$ cat src/rtl/bus_lane_serializer_pkg.sv
// rtl/bus_lane_serializer_pkg.sv - shared Ctrl codes, state enum and beat-count helper
package bus_lane_serializer_pkg;

    localparam logic [1:0] CTRL_B4_LSB = 2'b00;
    localparam logic [1:0] CTRL_B4_MSB = 2'b01;
    localparam logic [1:0] CTRL_B2     = 2'b10;
    localparam logic [1:0] CTRL_B1     = 2'b11;

    typedef enum logic {
        IDLE = 1'b0,
        SEND = 1'b1
    } state_e;

    // Number of beats emitted for one accepted word under a given Ctrl code.
    function automatic logic [2:0] beat_count(input logic [1:0] ctrl);
        logic [2:0] n;
        case (ctrl)
            CTRL_B4_LSB: n = 3'd4;
            CTRL_B4_MSB: n = 3'd4;
            CTRL_B2:     n = 3'd2;
            default:     n = 3'd1;
        endcase
        return n;
    endfunction

endpackage

$ cat src/rtl/bus_lane_serializer_lane_select.sv
// rtl/bus_lane_serializer_lane_select.sv - combinational byte-lane mux for the current beat
module bus_lane_serializer_lane_select
    import bus_lane_serializer_pkg::*;
#(
    parameter int LANE_W = 8
) (
    input  logic [4*LANE_W-1:0] word,
    input  logic [1:0]          ctrl,
    input  logic [1:0]          index,
    output logic [LANE_W-1:0]   lane_out
);

    logic [1:0] lane;

    // Map (ctrl, beat index) to the physical lane number.
    always_comb begin
        lane = 2'd0;
        case (ctrl)
            CTRL_B4_LSB: lane = index;
            CTRL_B4_MSB: lane = 2'd3 - index;
            CTRL_B2:     lane = {1'b0, index[0]};
            default:     lane = 2'd0;
        endcase
    end

    // Pick the selected lane out of the latched word.
    always_comb begin
        lane_out = word[LANE_W-1:0];
        case (lane)
            2'd0:    lane_out = word[LANE_W-1:0];
            2'd1:    lane_out = word[2*LANE_W-1:LANE_W];
            2'd2:    lane_out = word[3*LANE_W-1:2*LANE_W];
            default: lane_out = word[4*LANE_W-1:3*LANE_W];
        endcase
    end

endmodule

$ cat src/rtl/bus_lane_serializer.sv
// rtl/bus_lane_serializer.sv - serializes a store-bus word into byte-lane beats
module bus_lane_serializer
    import bus_lane_serializer_pkg::*;
#(
    parameter int LANE_W = 8
) (
    input  logic                clk,
    input  logic                rst,
    input  logic [4*LANE_W-1:0] DB,
    input  logic [1:0]          Ctrl,
    input  logic                in_valid,
    output logic                in_ready,
    output logic [LANE_W-1:0]   Lane_Out,
    output logic                out_valid,
    input  logic                out_ready,
    output logic                out_last,
    output logic                busy
);

    state_e              state_q, state_d;
    logic [4*LANE_W-1:0] word_q, word_d;
    logic [1:0]          ctrl_q, ctrl_d;
    logic [1:0]          index_q, index_d;

    logic xfer;
    logic accept;

    // Handshake flags derived purely from registered state plus the sink/source strobes.
    always_comb begin
        out_valid = (state_q == SEND);
        busy      = (state_q == SEND);
        out_last  = out_valid && ({1'b0, index_q} == (beat_count(ctrl_q) - 3'd1));
        xfer      = out_valid && out_ready;
        in_ready  = (state_q == IDLE) || (xfer && out_last);
        accept    = in_valid && in_ready;
    end

    // Next-state: a new word wins over the end of the current one, giving gapless back-to-back.
    always_comb begin
        state_d = state_q;
        word_d  = word_q;
        ctrl_d  = ctrl_q;
        index_d = index_q;
        if (accept) begin
            word_d  = DB;
            ctrl_d  = Ctrl;
            index_d = 2'd0;
            state_d = SEND;
        end else if (xfer) begin
            if (out_last) begin
                state_d = IDLE;
                index_d = 2'd0;
            end else begin
                index_d = index_q + 2'd1;
            end
        end
    end

    // State registers with synchronous reset discarding any word in flight.
    always_ff @(posedge clk) begin
        if (rst) begin
            state_q <= IDLE;
            word_q  <= '0;
            ctrl_q  <= CTRL_B4_LSB;
            index_q <= 2'd0;
        end else begin
            state_q <= state_d;
            word_q  <= word_d;
            ctrl_q  <= ctrl_d;
            index_q <= index_d;
        end
    end

    bus_lane_serializer_lane_select #(
        .LANE_W (LANE_W)
    ) u_lane_select (
        .word     (word_q),
        .ctrl     (ctrl_q),
        .index    (index_q),
        .lane_out (Lane_Out)
    );

endmodule

$ cat config.mk
export PLATFORM = sky130hd
export DESIGN_NAME = bus_lane_serializer
export DESIGN_NICKNAME = d
export VERILOG_FILES = /design/src/rtl/bus_lane_serializer_pkg.sv /design/src/rtl/bus_lane_serializer_lane_select.sv /design/src/rtl/bus_lane_serializer.sv
export SDC_FILE = /design/constraint.sdc
export NUM_CORES = 1
export LEC_CHECK = 0
export BUFFER_PORTS_ARGS = -buffer_cell sky130_fd_sc_hd__buf_2
export CAP_MARGIN = 20
export CORE_MARGIN = 10
export CORE_UTILIZATION = 35
export DETAILED_ROUTE_END_ITERATION = 6
export PLACE_DENSITY = 0.56
export REMOVE_ABC_BUFFERS = 1
export SYNTH_ARGS = -nofsm -noshare
export SYNTH_HDL_FRONTEND = slang
export SYNTH_SLANG_ARGS = --single-unit
$ cat constraint.sdc
create_clock -name clk -period 1.75 [get_ports clk]
set_input_delay 0.0875 -clock clk [delete_from_list [all_inputs] [get_ports clk]]
set_output_delay 0.0875 -clock clk [all_outputs]
set_load 0.01 [all_outputs]
==> flow_metrics.env <==
export IMPL_antenna_found_initial=0
export IMPL_start_util=0.3627
export IMPL_yosysMostFrequentCell="nand2b_1"
export IMPL_yosys_most_used_dff="dfxtp_1"
export IMPL_clk_pin_slew_ns=0.07
export IMPL_place_hpwl_um=3068
export IMPL_crit_path_end_kind="output port"
export IMPL_clkPwrFrac=0.302
export IMPL_grt_max_degree=40
export IMPL_async_reset_ff_frac=0
export IMPL_nNetsFinal=282
export IMPL_arrival_ns=1.69
export IMPL_design_area_um2=2484
export IMPL_ys_ff_latch=37
export IMPL_postPlaceCellArea_um2=2330
export IMPL_dp_cells=306
export IMPL_pwr_share_seq=0.485
export IMPL_min_path_type="in2reg"
export IMPL_die_area_um2=9172
export IMPL_wl_per_cell_um=12.98
export IMPL_synth_warnings=0
export IMPL_power_switching_uw=479.3
export IMPL_syn_cell_area_um2=2009
export IMPL_cts_buffers=5
export IMPL_worstMarginPinSlew_ns=0.3432
export IMPL_p_leak_uw=0.001025
export IMPL_root_buffer="clkbuf_8"
export IMPL_intPower_uw=1449
export IMPL_routed_wl_um=4101
export IMPL_synth_common_cells="nand2b_1 (67), dfxtp_1 (37), mux2i_1 (34), mux4_2 (8), clkbuf_1 (7)"
export IMPL_ys_top_cells_by_area="dfxtp_1 (37%), nand2b_1 (21%), mux2i_1 (17%), mux4_2 (9.0%), buf_12 (3.0%)"
export IMPL_crit_required_ns=1.66
export IMPL_rsz0062_at_grt="true"
export IMPL_powerDensity_nw_per_um2=776.4
export IMPL_seq_area_frac_synth=0.3686
export IMPL_final_layout_size_suffix_gt1_frac=0.3484
export IMPL_die_w_um=95.77
export IMPL_slew_violations=0
export IMPL_hold_violations=0
export IMPL_overflow=0
export IMPL_holdBufCountCts=0
export IMPL_cp_max_fo=3
export IMPL_grt_pass1_vias=1495
export IMPL_synth_top_area_cell="dfxtp_1"
export IMPL_vias=1432
export IMPL_die_y_um=95.77
export IMPL_grt_pass1_wl_um=6913
export IMPL_area_delta_synth_final_pct=23.60
export IMPL_peakVddDrop_mv=0.2760
export IMPL_gp_congestion=0.7496
export IMPL_swShare=0.2486
export IMPL_finalCritPeriodShare=1.014
export IMPL_postSynthAreaPerCell_um2=10.58
export IMPL_drt_iter0_drc=38
export IMPL_maxCapViolCount=0
export IMPL_grt_total_usage=0.09573
export IMPL_place_ws_ns=0.04022
export IMPL_cts_path_max_buffers=2
export IMPL_pwr_share_comb=0.212
export IMPL_firstDrtPassIters=3
export IMPL_rrSetupSlack_ns=0.18
export IMPL_synthCells=190
export IMPL_period_needed_ns=1.775
export IMPL_routed_via_density=4.532
export IMPL_violations="negative setup slack"
export IMPL_cts_sinks=37
export IMPL_clk_latency_ns=0.28
export IMPL_synth_top_area_frac=0.3686
export IMPL_setup_viol=8
export IMPL_cts_tree="built"
export IMPL_htreeDepth=2
export IMPL_finalSetupTns_ns=-0.1217
export IMPL_drc=0
export IMPL_postRouteAntennaNets=0
export IMPL_run_status="finished, violations left"
export IMPL_crit_type="reg2out"
export IMPL_diodes=0
export IMPL_port_buffer_count=49
export IMPL_layout_cells_non_filler=316
export IMPL_fin_skew_ns=0.004175
export IMPL_coreArea_um2=5540
export IMPL_synth_edf_count=0
export IMPL_relSlewSlack=0.7694
export IMPL_max_freq_ghz=0.5635
export IMPL_fill_cells=555
export IMPL_pin_count=50
export IMPL_fp_row_count=27
export IMPL_finalWorstSetupSlack_ns=-0.02463
export IMPL_synth_cell_types=31
export IMPL_holdWs_ns=0.05631
export IMPL_worst_setup_path_start_kind="register"
## worst max-delay path: stages (launching register included)
cell and delay, ns:
dfxtp_2 0.33, inv_4 0.08, nor3_4 0.04, a21oi_4 0.15
buf_6 0.15, mux4_2 0.51, buf_6 0.14
## state kept, by name (all words and copies together) (netlist names)
signal	count
busy	1
ctrl_q	2
index_q	2
word_q	32
## routing by layer
| metal | GRT usage | vias up | wire, um |
|---|---|---|---|
| met3 | 0.03735 | 5 | 285 |
| met1 | 0.1182 | 643 | 1957 |
| met4 | 0.03686 | 0 | 70 |
| li1 | - | 749 | - |
| met2 | 0.1473 | 35 | 1786 |
| met5 | 0 | - | 0 |
## cells by family (layout without fill, tap and decap cells)
family / Yosys count / in the layout / share of synthesized area
AND/OR/NAND/NOR: 85 / 85 / 0.2671
flip-flops: 37 / 37 / 0.3686
XOR/XNOR: 1 / 1 / 0.004359
buffers and inverters: 16 / 70 / 0.06476
AO/OA/AOI/OAI: 9 / 9 / 0.03612
multiplexers: 42 / 42 / 0.2590
## stage by stage
step	total power, uW	util
final	1928	0.4483
after global routing	2052	0.4483
after CTS	1970	0.4483
after detailed placement	1342	0.4205
after global placement	1339	0.4205
after floorplan	1185	-
## final cells by class
class | count | area (um2) | share of cell area
inverter | 3 | 13.76 | 0.005542
sequential | 37 | 744.5 | 0.2997
clock buffer | 7 | 86.33 | 0.03476
tap | 72 | 90.09 | 0.03627
multi-input combinational | 137 | 1151 | 0.4635
timing repair buffer | 60 | 397.9 | 0.1602
## placed cells by master, fill, tap and decap left out, types with 2 or more instances in the layout
cell type / netlist / final
inv_1: 2 / 2
mux4_2: 8 / 8
buf_12: 3 / 3
dfxtp_1: 37 / 34
o21ai_0: 2 / 2
buf_6: 1 / 6
dfxtp_2: 0 / 3
or2b_1: 2 / 2
buf_4: 1 / 6
nand2b_1: 67 / 67
nor3_4: 0 / 2
clkbuf_8: 1 / 6
mux2i_1: 34 / 34
buf_2: 0 / 45
nor2_1: 4 / 4
nand2_1: 2 / 2
## power groups by stage
| stage | registers (uW) | clock network, uW | logic (uW) |
|---|---|---|---|
| CTS | 936 | 615 | 419 |
| detailed placement | 952 | 0 | 389 |
| global placement | 952 | 0 | 387 |
| finish | 936 | 583 | 409 |
| global route | 943 | 655 | 453 |
| floorplan | 949 | 0 | 236 |
## worst paths after layout
path / from / depth (start not counted) / to
setup / recovery: ctrl_q[0]$_SDFFE_PP0P_ / 6 / Lane_Out[2]
hold / removal: in_valid / 2 / index_q[1]$_SDFFE_PP0P_
setup reg to reg: ctrl_q[1]$_SDFFE_PP0P_ / 6 / word_q[16]$_SDFFE_PP0P_
hold reg to reg: word_q[20]$_SDFFE_PP0P_ / 2 / word_q[20]$_SDFFE_PP0P_
## repair_timing
action	CTS	global route
setup buffers	3	0
pin swaps	1	0
endpoints found under the setup margin	8	8
gates resized for setup	11	0
Note: power is estimated with default switching activity, not from simulation.
